File: config.mk
export PLATFORM = sky130hd
export DESIGN_NAME = reduction_pipe_flat
export DESIGN_NICKNAME = d
export VERILOG_FILES = /design/src/rtl/reduction_pipe_pkg.sv /design/src/rtl/reduction_pipe_if.sv /design/src/rtl/reduction_pipe_add_level.sv /design/src/rtl/reduction_pipe.sv /design/src/flat_wrapper.sv
export SDC_FILE = /design/constraint.sdc
export NUM_CORES = 1
export LEC_CHECK = 0
export BUFFER_PORTS_ARGS = -buffer_cell sky130_fd_sc_hd__buf_2
export CAP_MARGIN = 20
export CELL_PAD_IN_SITES_DETAIL_PLACEMENT = 0
export CELL_PAD_IN_SITES_GLOBAL_PLACEMENT = 1
export CORE_MARGIN = 4
export CORE_UTILIZATION = 40
export CTS_BUF_LIST = sky130_fd_sc_hd__clkbuf_8 sky130_fd_sc_hd__clkbuf_16
export DETAILED_ROUTE_END_ITERATION = 12
export PLACE_DENSITY = 0.79
export RECOVER_POWER = 25
export SYNTH_ARGS = -nofsm -noshare
export SYNTH_HDL_FRONTEND = slang
export SYNTH_SLANG_ARGS = --single-unit
File: constraint.sdc
create_clock -name clk -period 2.8 [get_ports clk]
set_input_delay 0.84 -clock clk [delete_from_list [all_inputs] [get_ports clk]]
set_output_delay 0.84 -clock clk [all_outputs]
set_load 0.03 [all_outputs]
File: src/rtl/reduction_pipe_pkg.sv
// Shared constants and sizing helpers for the segment-sum reduction unit.
// Decode and writeback both size the result through res_w_f so they always agree.
package reduction_pipe_pkg;

    localparam logic [5:0] OP_RED = 6'h2D;

    function automatic int clog2_f(input int v);
        int r;
        r = 0;
        while ((1 << r) < v) begin
            r = r + 1;
        end
        return r;
    endfunction

    function automatic int seg_cnt_f(input int data_w, input int seg_w);
        return (2 * data_w) / seg_w;
    endfunction

    // One extra bit per tree level is exactly enough for the worst-case sum.
    function automatic int res_w_f(input int data_w, input int seg_w);
        return seg_w + clog2_f(seg_cnt_f(data_w, seg_w));
    endfunction

endpackage

File: src/rtl/reduction_pipe_if.sv
// Operand/result handshake bundle; master is the issuing side, slave is the unit.
interface reduction_pipe_if #(
    parameter int DATA_W = 16,
    parameter int SEG_W  = 4
);
    import reduction_pipe_pkg::*;

    localparam int RES_W = res_w_f(DATA_W, SEG_W);

    logic              in_valid;
    logic              in_ready;
    logic [DATA_W-1:0] rs;
    logic [DATA_W-1:0] rt;
    logic              sgn;
    logic              out_valid;
    logic              out_ready;
    logic [RES_W-1:0]  rd;
    logic [DATA_W-1:0] rd_ext;

    modport master (
        output in_valid, rs, rt, sgn, out_ready,
        input  in_ready, out_valid, rd, rd_ext
    );

    modport slave (
        input  in_valid, rs, rt, sgn, out_ready,
        output in_ready, out_valid, rd, rd_ext
    );

endinterface

File: src/rtl/reduction_pipe_add_level.sv
// One adder-tree level: registers pairwise sums of N_IN inputs plus valid/mode, 1 cycle.
// Holds everything when en_i is low; inputs are widened by one bit using the carried mode.
module red_add_level #(
    parameter int N_IN = 2,
    parameter int IN_W = 4
) (
    input  logic                              clk,
    input  logic                              rst,
    input  logic                              en_i,
    input  logic                              vld_i,
    input  logic                              mode_i,
    input  logic [N_IN*IN_W-1:0]              dat_i,
    output logic                              vld_o,
    output logic                              mode_o,
    output logic [(N_IN/2)*(IN_W+1)-1:0]      dat_o
);
    localparam int N_OUT = N_IN / 2;
    localparam int OUT_W = IN_W + 1;

    logic [N_OUT*OUT_W-1:0] sum_d;
    logic [N_OUT*OUT_W-1:0] sum_q;
    logic                   vld_q;
    logic                   mode_q;

    for (genvar j = 0; j < N_OUT; j++) begin : g_pair
        logic [IN_W-1:0] a;
        logic [IN_W-1:0] b;
        assign a = dat_i[(2*j)*IN_W +: IN_W];
        assign b = dat_i[(2*j+1)*IN_W +: IN_W];
        // Sign- or zero-extend by one bit so the pair sum cannot overflow.
        assign sum_d[j*OUT_W +: OUT_W] = {mode_i & a[IN_W-1], a} + {mode_i & b[IN_W-1], b};
    end

    always_ff @(posedge clk or posedge rst) begin
        if (rst) begin
            sum_q  <= '0;
            vld_q  <= 1'b0;
            mode_q <= 1'b0;
        end else if (en_i) begin
            sum_q  <= sum_d;
            vld_q  <= vld_i;
            mode_q <= mode_i;
        end
    end

    assign dat_o  = sum_q;
    assign vld_o  = vld_q;
    assign mode_o = mode_q;

endmodule

File: src/rtl/reduction_pipe.sv
// Pipelined sum of all SEG_W segments of rs and rt; latency L = clog2(2*DATA_W/SEG_W) cycles.
// Whole pipe stalls only when the final stage holds an unaccepted result; in_ready follows out_ready.
module reduction_pipe
    import reduction_pipe_pkg::*;
#(
    parameter int DATA_W = 16,
    parameter int SEG_W  = 4
) (
    input  logic             clk,
    input  logic             rst,
    reduction_pipe_if.slave  bus
);
    localparam int N     = seg_cnt_f(DATA_W, SEG_W);
    localparam int L     = clog2_f(N);
    localparam int RES_W = res_w_f(DATA_W, SEG_W);

    logic         advance;
    logic [L:0]   v;
    logic [L:0]   mode;

    assign v[0]    = bus.in_valid;
    assign mode[0] = bus.sgn;

    for (genvar k = 1; k <= L; k++) begin : g_lvl
        localparam int NI = N >> (k - 1);
        localparam int IW = SEG_W + k - 1;

        logic [NI*IW-1:0]         din;
        logic [(NI/2)*(IW+1)-1:0] dout;

        if (k == 1) begin : g_first
            // rs occupies segments 0..N/2-1, rt the upper half.
            assign din = {bus.rt, bus.rs};
        end else begin : g_next
            assign din = g_lvl[k-1].dout;
        end

        red_add_level #(
            .N_IN (NI),
            .IN_W (IW)
        ) u_lvl (
            .clk    (clk),
            .rst    (rst),
            .en_i   (advance),
            .vld_i  (v[k-1]),
            .mode_i (mode[k-1]),
            .dat_i  (din),
            .vld_o  (v[k]),
            .mode_o (mode[k]),
            .dat_o  (dout)
        );
    end

    assign advance      = !(v[L] && !bus.out_ready);
    assign bus.in_ready = advance;
    assign bus.out_valid = v[L];

    assign bus.rd     = g_lvl[L].dout;
    assign bus.rd_ext = mode[L] ? DATA_W'($signed(g_lvl[L].dout))
                                : DATA_W'(g_lvl[L].dout);

endmodule

File: src/flat_wrapper.sv
// flat-port wrapper written by rule: the top's interface ports become plain ports
module reduction_pipe_flat import reduction_pipe_pkg::*;
#(
    parameter int DATA_W = 16,
    parameter int SEG_W  = 4
)
  (clk, rst, bus_in_valid, bus_rs, bus_rt, bus_sgn, bus_out_ready, bus_in_ready, bus_out_valid, bus_rd, bus_rd_ext);
  reduction_pipe_if #(.DATA_W(DATA_W), .SEG_W(SEG_W)) bus_i ();
  input  logic clk;
  input  logic rst;
  input wire logic [$bits(bus_i.in_valid)-1:0] bus_in_valid;
  input wire logic [$bits(bus_i.rs)-1:0] bus_rs;
  input wire logic [$bits(bus_i.rt)-1:0] bus_rt;
  input wire logic [$bits(bus_i.sgn)-1:0] bus_sgn;
  input wire logic [$bits(bus_i.out_ready)-1:0] bus_out_ready;
  output wire logic [$bits(bus_i.in_ready)-1:0] bus_in_ready;
  output wire logic [$bits(bus_i.out_valid)-1:0] bus_out_valid;
  output wire logic [$bits(bus_i.rd)-1:0] bus_rd;
  output wire logic [$bits(bus_i.rd_ext)-1:0] bus_rd_ext;
  assign bus_i.in_valid = bus_in_valid;
  assign bus_i.rs = bus_rs;
  assign bus_i.rt = bus_rt;
  assign bus_i.sgn = bus_sgn;
  assign bus_i.out_ready = bus_out_ready;
  assign bus_in_ready = bus_i.in_ready;
  assign bus_out_valid = bus_i.out_valid;
  assign bus_rd = bus_i.rd;
  assign bus_rd_ext = bus_i.rd_ext;
  reduction_pipe #(.DATA_W(DATA_W), .SEG_W(SEG_W)) u_core (.clk(clk), .rst(rst), .bus(bus_i));
endmodule
==> flow_summary.json, run 1 <==
{
  "outcome": "completed",
  "grt_pass1_wl_um": 9735,
  "yosys.area.top_type": "dfrtp_1",
  "worst_setup_path_start_kind": "input port",
  "worstPathRequired_ps": 1960,
  "synth_enable_flop_cells": 0,
  "worst_path_largest_cell_delay_ps": 190,
  "fin_crit_ps": 2200,
  "grt_overflow": 0,
  "cp.arrival_ps": 1360,
  "synthesis.area_um2": 2975,
  "crit_slowest_cell": "buf_2",
  "dieArea_um2": 8882,
  "power_density_nw_per_um2": 1004,
  "clockRootBuffer": "clkbuf_8",
  "clock_path_buffers": 2,
  "place_area_um2": 3271,
  "postCtsResizedCells": 0,
  "cts.sinks": 45,
  "ys_seq_elements": 45,
  "pre_cts_ws_ps": 585.5,
  "port_buffers": 61,
  "netlist_instances": 326,
  "cts_tree": "yes",
  "drt-pass1-iter-count": 4,
  "seq_area_frac_synth_pct": 37.85,
  "cp-end-kind": "primary output",
  "final_area_um2": 3379,
  "irDropWorstVdd_mv": 0.3674,
  "wl_per_cell_um": 11.28,
  "syn-num-nets": 402,
  "yosysWarnings": 0,
  "leakage_uw": 0.001729,
  "drive_gt1_share_pct": 19.52,
  "synth.area.top_cells": "dfrtp_1 38%, ha_1 13%, nand2_1 7.9%",
  "antenna_found_initial": 0,
  "max_freq_ghz": 0.4545,
  "worst_pin_slew_ps": 930.6,
  "slew_viol_final": 0,
  "die_y_um": 94.25,
  "synth_top_cell_area_share_pct": 37.85,
  "relSlewSlack_pct": 37.96,
  "cts_setup_buffers": 0,
  "final.setup.worst_slack_ps": 599.6,
  "drc_errors": 0,
  "syn2layout_area_growth_pct": 13.58,
  "hp-class": "register to register",
  "placementRows": 31,
  "path_class": "input port to primary output",
  "grt_pass1_vias": 2266,
  "crit_top_cell": "buf_2",
  "grt_max_degree": 49,
  "setup_viol": 0,
  "clk_latency_ps": 290,
  "die_x_um": 94.25,
  "finalCritPeriodShare_pct": 78.58,
  "ys_types": 29,
  "dr_total_vias": 2251,
  "syn_avg_cell_area_um2": 9.127,
  "core_area_um2": 7253,
  "finClkSkew_ps": 3.004,
  "ant_nets": 0,
  "maxCapViolations": 0,
  "start_util_pct": 41.02,
  "hold_ws_ps": 461.9,
  "hpwl_um": 4251,
  "rsz0062_at_grt": "no",
  "cts_max_level": 2,
  "track_usage_pct": 13.49,
  "holdBufCountCts": 0,
  "synthArstFlopShare_pct": 100.0,
  "crit_chain": "buf_2, nor2b_2, inv_1, buf_2",
  "fin_total_pwr_uw": 3394,
  "routed_wl_um": 5334,
  "n_antenna_cell": 0,
  "avgViaCountPerCell": 4.759,
  "clk_pin_slew_ps": 80,
  "cts_inserted_buffers": 5,
  "synthFlopType": "dfrtp_1",
  "cp_max_fo": 2,
  "final_nets": 449,
  "final_hold_viol_count": 0,
  "dr.first_iter.drc_count": 42,
  "io-pin-count": 62,
  "place_congestion": 0.7238,
  "finalSetupTns_ps": 0
}
==> layout make-up <==
cell class                      instances  area [um^2]
Tap cell                               99        123.9
Fill cell                             735         3874
Inverter                               24        90.09
Clock buffer                            6        82.58
Clock inverter                          2        33.78
Timing Repair Buffer                   65        327.8
Multi-Input combinational cell        232         1595
Sequential cell                        45         1126
==> report_power, final <==
| part | internal (uW) | total, uW | switching (uW) |
|---|---|---|---|
| clock network | 287 | 498 | 211 |
| logic | 702 | 1790 | 1090 |
| registers | 921 | 1100 | 180 |
==> cell families after synthesis <==
| kind of cell | Yosys count | share of synthesized area, % |
|---|---|---|
| simple gates | 106 | 16.11 |
| xor+xnor | 22 | 6.476 |
| buf+inv | 49 | 8.537 |
| compound gates | 65 | 12.87 |
| flops | 45 | 37.85 |
| fa+ha+maj | 39 | 18.17 |
==> per-layer routing <==
| layer | vias to the layer above | wire length [um] | GRT usage (%) |
|---|---|---|---|
| met5 | - | 0 | 0 |
| met4 | 0 | 44 | 3.610 |
| met3 | 2 | 260 | 2.484 |
| met2 | 49 | 2542 | 24.35 |
| met1 | 1028 | 2488 | 16.36 |
| li1 | 1172 | - | - |
==> state kept, by name, indices dropped and copies added (netlist names) <==
register	flops
u_core.g_lvl.u_lvl.dat_o	39
u_core.g_lvl.u_lvl.vld_o	3
u_core.g_lvl.u_lvl.mode_o	3
==> cell usage after synthesis (all sizes together), types with 7 or more instances <==
cell type and instances:
o21ai 20, nor2 16, inv 24, xor2 20, ha 32, a21o 11
nand2 63, a21oi 23, dfrtp 45, fa 7, buf 24
==> path summary, 6_finish.rpt <==
kind / startpoint / endpoint / slack, ps / cells past startpoint
min reg2reg: u_core.g_lvl[3].u_lvl.mode_o / u_core.g_lvl[3].u_lvl.mode_o / 460 / 2
max in group asynchronous: rst / u_core.g_lvl[2].u_lvl.dat_o[8] / 1100 / 3
min in group asynchronous: rst / u_core.g_lvl[3].u_lvl.dat_o[0] / 520 / 2
max: bus_out_ready / bus_in_ready / 600 / 4
max reg2reg: u_core.g_lvl[1].u_lvl.dat_o[0] / u_core.g_lvl[2].u_lvl.dat_o[4] / 1050 / 6
min: u_core.g_lvl[3].u_lvl.mode_o / u_core.g_lvl[3].u_lvl.mode_o / 460 / 2
==> placed cells by master (no fill, tap or decap), drive strengths merged, types with 2 or more instances in the layout <==
master,n
inv,24
and4,6
clkbuf,8
nand2,63
nand4,3
ha,32
o31ai,3
and3,2
xor2,20
a21o,11
o21ai,20
nor3,6
a31oi,3
fa,7
nor2b,6
a21oi,23
nor2,16
a211oi,4
dfrtp,45
buf,63
xnor2,2
==> metrics by stage <==
step / util [%] / cells
after floorplan: - / 326
after global placement: 45.09 / 465
after detailed placement: 45.09 / 465
after CTS: 46.70 / 473
after global routing: 46.59 / 473
final: 46.59 / 473
==> critical path: cells and delay by family <==
family	cells	cell delay, ps
buf+inv	3	390
simple gates	1	130
No activity file was read; power rests on OpenSTA's default activity.
==> run 2, diff against run 1 <==
--- a/config.mk
+++ b/config.mk
@@ -10,10 +10,10 @@
 export CELL_PAD_IN_SITES_DETAIL_PLACEMENT = 0
 export CELL_PAD_IN_SITES_GLOBAL_PLACEMENT = 1
 export CORE_MARGIN = 4
-export CORE_UTILIZATION = 40
+export CORE_UTILIZATION = 37
 export CTS_BUF_LIST = sky130_fd_sc_hd__clkbuf_8 sky130_fd_sc_hd__clkbuf_16
 export DETAILED_ROUTE_END_ITERATION = 12
-export PLACE_DENSITY = 0.79
+export PLACE_DENSITY = 0.77
 export RECOVER_POWER = 25
 export SYNTH_ARGS = -nofsm -noshare
 export SYNTH_HDL_FRONTEND = slang
==> constraint.sdc (replaced) <==
create_clock -name clk -period 1.85 [get_ports clk]
set_input_delay 0.555 -clock clk [delete_from_list [all_inputs] [get_ports clk]]
set_output_delay 0.555 -clock clk [all_outputs]
set_load 0.03 [all_outputs]
==> flow_summary.json, run 2 (synthesis results as in run 1) <==
{
  "hpwl_um": 4523,
  "grt_pass1_wl_um": 10050,
  "outcome": "completed",
  "fin_crit_ps": 1742,
  "syn2layout_area_growth_pct": 14.47,
  "hp-class": "input port to async pin",
  "avgViaCountPerCell": 4.791,
  "grt_max_degree": 40,
  "core_area_um2": 7767,
  "maxCapViolations": 0,
  "finalCritPeriodShare_pct": 94.18,
  "io-pin-count": 62,
  "track_usage_pct": 12.63,
  "dp_cells": 472,
  "clk_latency_ps": 290,
  "relSlewSlack_pct": 48.84,
  "finClkSkew_ps": 3.984,
  "place_congestion": 0.7405,
  "worstPathRequired_ps": 2020,
  "die_y_um": 97.68,
  "clockRootBuffer": "clkbuf_8",
  "final_util_pct": 43.85,
  "n_antenna_cell": 0,
  "ant_nets": 0,
  "slew_viol_final": 0,
  "dieArea_um2": 9540,
  "setup_viol": 0,
  "worst_path_largest_cell_delay_ps": 410,
  "drive_gt1_share_pct": 21.22,
  "cts_max_level": 2,
  "worst_pin_slew_ps": 767.3,
  "clock_path_buffers": 2,
  "final_nets": 453,
  "crit_chain": "ha_1, fa_1, a21o_1, a21oi_1, xor2_1, o21ai_0",
  "path_class": "register to register",
  "cts.sinks": 45,
  "irDropWorstVdd_mv": 0.4248,
  "antenna_found_initial": 0,
  "cp_max_fo": 2,
  "hold_ws_ps": 209.8,
  "largest_reg_flops": 39,
  "grt_overflow": 0,
  "max_freq_ghz": 0.5739,
  "wl_per_cell_um": 11.81,
  "final_cell_mix": "63 x nand2_1, 60 x buf_2, 45 x dfrtp_1",
  "cp.arrival_ps": 1910,
  "cts_tree": "yes",
  "grt_pass1_vias": 2200,
  "worst_setup_path_start_kind": "register",
  "rsz0062_at_grt": "no",
  "leakage_uw": 0.001746,
  "cp-end-kind": "register",
  "drt-pass1-iter-count": 4,
  "clk_pin_slew_ps": 80,
  "fillers": 824,
  "die_x_um": 97.68,
  "fin_cells": 479,
  "layout.cells.most_common": "nand2_1",
  "cts_inserted_buffers": 5,
  "crit_slowest_cell": "fa_1",
  "dr_total_vias": 2295,
  "drc_errors": 0,
  "routed_wl_um": 5659,
  "power_density_nw_per_um2": 1482,
  "final_hold_viol_count": 0,
  "placementRows": 32,
  "cts_setup_buffers": 0,
  "start_util_pct": 38.31,
  "dr.first_iter.drc_count": 72,
  "port_buffers": 61
}
==> run 2: routing by layer <==
metal | vias to the layer above | wire, um | track usage, %
met3 | 9 | 327 | 2.800
li1 | 1179 | - | -
met5 | - | 0 | 0
met1 | 1050 | 2589 | 16.14
met4 | 0 | 103 | 4.579
met2 | 57 | 2639 | 20.93
==> run 2: repair_timing <==
action	CTS	global route
resized for setup	0	3
hold buffers	0	0
endpoints found under the setup margin	0	2
hold endpoints to repair	0	0
==> run 2: power breakdown <==
group          internal, uW  switching, uW
combinational          1100           1670
sequential             1390            275
clock                   291            316
==> run 2: final timing paths <==
check                                                  end  slack [ps]  cells after the start                            start
max                        u_core.g_lvl[2].u_lvl.dat_o[10]         110                      6  u_core.g_lvl[1].u_lvl.dat_o[10]
min                         u_core.g_lvl[3].u_lvl.dat_o[1]         210                      2                              rst
max reg2reg                u_core.g_lvl[2].u_lvl.dat_o[10]         110                      6  u_core.g_lvl[1].u_lvl.dat_o[10]
min reg2reg                    u_core.g_lvl[2].u_lvl.vld_o         460                      2      u_core.g_lvl[2].u_lvl.vld_o
max in group asynchronous   u_core.g_lvl[2].u_lvl.dat_o[5]         590                      3                              rst
min in group clk               u_core.g_lvl[2].u_lvl.vld_o         460                      2      u_core.g_lvl[2].u_lvl.vld_o
==> run 2: layout make-up <==
class	count	area [um^2]	share of cell area [%]
Sequential cell	45	1126	33.06
Clock inverter	1	3.754	0.1102
Clock buffer	6	82.58	2.425
Inverter	24	90.09	2.645
Timing Repair Buffer	69	377.9	11.09
Multi-Input combinational cell	232	1598	46.91
Tap cell	102	127.6	3.747
==> run 2: critical path: cells and delay by family, from the launching register on <==
family	cells	cell delay (ps)
xor+xnor	1	150
compound gates	3	440
fa+ha+maj	2	640
flops	1	390
==> run 2: per-stage QoR <==
stage	area, um^2	power [uW]	TNS [ps]	worst slack, ps
6_report	3406	5048	0	107.6
5_1_grt	3406	5565	0	16.77
4_1_cts	3416	5129	0	28.03
3_5_place_dp	3329	4497	-254.0	-84.17
3_3_place_gp	3329	4442	-75.52	-39.53
2_1_floorplan	2975	3967	0	47.32
==> run 3, diff against run 2 <==
--- a/config.mk
+++ b/config.mk
@@ -9,6 +9,7 @@
 export CAP_MARGIN = 20
 export CELL_PAD_IN_SITES_DETAIL_PLACEMENT = 0
 export CELL_PAD_IN_SITES_GLOBAL_PLACEMENT = 1
+export CORE_ASPECT_RATIO = 1.1
 export CORE_MARGIN = 4
 export CORE_UTILIZATION = 37
 export CTS_BUF_LIST = sky130_fd_sc_hd__clkbuf_8 sky130_fd_sc_hd__clkbuf_16
==> flow_summary.json, run 3 (synthesis results as in run 1) <==
{
  "start_util_pct": 37.81,
  "fin_crit_ps": 1776,
  "drt-pass1-iter-count": 4,
  "worst_setup_path_start_kind": "register",
  "fillers": 793,
  "met3_usage_pct": 1.841,
  "drive_gt1_share_pct": 21.11,
  "clock_path_buffers": 2,
  "port_buffers": 61,
  "antenna_found_initial": 0,
  "regArea_um2": 1126,
  "finalCritPeriodShare_pct": 96.01,
  "drc_errors": 0,
  "met2_usage_pct": 21.73,
  "place_congestion": 0.7351,
  "clk_latency_ps": 290,
  "hpwl_um": 4337,
  "finalSetupTns_ps": 0,
  "grt_pass1_vias": 2189,
  "die_y_um": 102.1,
  "track_usage_pct": 12.55,
  "finClkSkew_ps": 3.416,
  "final_cell_mix": "63 x nand2_1, 61 x buf_2, 45 x dfrtp_1",
  "hp-class": "register to register",
  "grt_pass1_wl_um": 9701,
  "largest_reg_flops": 39,
  "slew_viol_final": 0,
  "setup_viol": 0,
  "path_buf_inv": 2,
  "fin_total_pwr_uw": 5021,
  "relSlewSlack_pct": 27.75,
  "grt_overflow": 0,
  "worst_pin_slew_ps": 1084,
  "placementRows": 34,
  "syn2layout_area_growth_pct": 15.18,
  "crit_family": "buffers and inverters",
  "cp.arrival_ps": 1220,
  "hold_ws_ps": 459.3,
  "leakage_uw": 0.001756,
  "n_antenna_cell": 0,
  "cp-end-kind": "primary output",
  "clk_pin_slew_ps": 80,
  "worstPathRequired_ps": 1290,
  "dieArea_um2": 9542,
  "max_freq_ghz": 0.5630,
  "core_area_um2": 7870,
  "cts_inserted_buffers": 5,
  "dr_total_vias": 2233,
  "irDropWorstVdd_mv": 0.3635,
  "top_usage_layer": "met2",
  "cp_max_fo": 3,
  "outcome": "completed",
  "io-pin-count": 62,
  "cts_max_level": 2,
  "routed_wl_um": 5437,
  "die_x_um": 93.50,
  "ant_nets": 0,
  "final_hold_viol_count": 0,
  "path_class": "register to primary output",
  "wl_per_cell_um": 11.16,
  "clockRootBuffer": "clkbuf_8",
  "holdBufCountCts": 0,
  "crit_slowest_cell": "dfrtp_1",
  "power_density_nw_per_um2": 1465,
  "worst_path_largest_cell_delay_ps": 370,
  "crit_chain": "nor2b_2, inv_1, buf_2",
  "maxCapViolations": 0,
  "rsz0062_at_grt": "no",
  "grt_max_degree": 46,
  "layout.cells.most_common": "nand2_1",
  "cts_tree": "yes",
  "grt_use_met1_pct": 16.05,
  "dr.first_iter.drc_count": 37,
  "multi_input_area_um2": 1600,
  "avgViaCountPerCell": 4.585,
  "final_nets": 454,
  "cts.sinks": 45
}
==> run 3: cell types whose count changed in the layout (fill, tap and decap cells not counted), sizes merged <==
cell    previous run  this run
buf               67        69
clkbuf             8         6
inv               24        26
==> run 3: report_power, final <==
| group | switching [uW] | internal (uW) | total (uW) |
|---|---|---|---|
| Combinational | 1670 | 1130 | 2800 |
| Clock | 310 | 252 | 562 |
| Sequential | 270 | 1390 | 1660 |
==> run 3: final timing paths <==
check,startpoint,end,slack [ps],cells after the start
worst min-delay path,u_core.g_lvl[3].u_lvl.mode_o,u_core.g_lvl[3].u_lvl.mode_o,460,2
worst min register to register,u_core.g_lvl[3].u_lvl.mode_o,u_core.g_lvl[3].u_lvl.mode_o,460,2
worst max-delay path,u_core.g_lvl[3].u_lvl.vld_o,bus_in_ready,70,3
min in group asynchronous,rst,u_core.g_lvl[3].u_lvl.dat_o[0],590,3
max in group asynchronous,rst,u_core.g_lvl[1].u_lvl.dat_o[16],600,3
worst max register to register,u_core.g_lvl[1].u_lvl.dat_o[10],u_core.g_lvl[2].u_lvl.dat_o[10],120,6
==> run 3: final cells by class <==
| class | count | share of cell area (%) |
|---|---|---|
| Clock buffer | 5 | 2.008 |
| Clock inverter | 3 | 0.3286 |
| Inverter | 24 | 2.629 |
| Multi-Input combinational cell | 232 | 46.70 |
| Sequential cell | 45 | 32.86 |
| Tap cell | 108 | 3.943 |
| Timing Repair Buffer | 70 | 11.54 |
==> run 3: stage by stage <==
step | setup WS, ps | area, um^2 | instances | util [%]
after floorplan | 47.32 | 2975 | 326 | -
after global placement | -61.18 | 3349 | 478 | 42.56
after detailed placement | -120.0 | 3349 | 478 | 42.56
after CTS | 47.72 | 3430 | 486 | 43.58
after global routing | 13.11 | 3427 | 487 | 43.55
final | 73.78 | 3427 | 487 | 43.55
==> run 3: metal layers <==
| metal | vias to the layer above | part of all wire [%] |
|---|---|---|
| met1 | 996 | 47 |
| met3 | 6 | 4.9 |
| met2 | 47 | 47 |
| met5 | - | 0 |
| met4 | 0 | 1.3 |
| li1 | 1184 | - |
==> run 3: what timing repair did <==
item	in CTS	in global routing
endpoints found under the setup margin	0	1
buffers inserted	0	1
gates resized for setup	0	2
==> run 3: worst min-delay path, stage by stage, from the launching register on <==
cell and delay, ps:
dfrtp_1 340, nand2_1 50, nand2_1 40
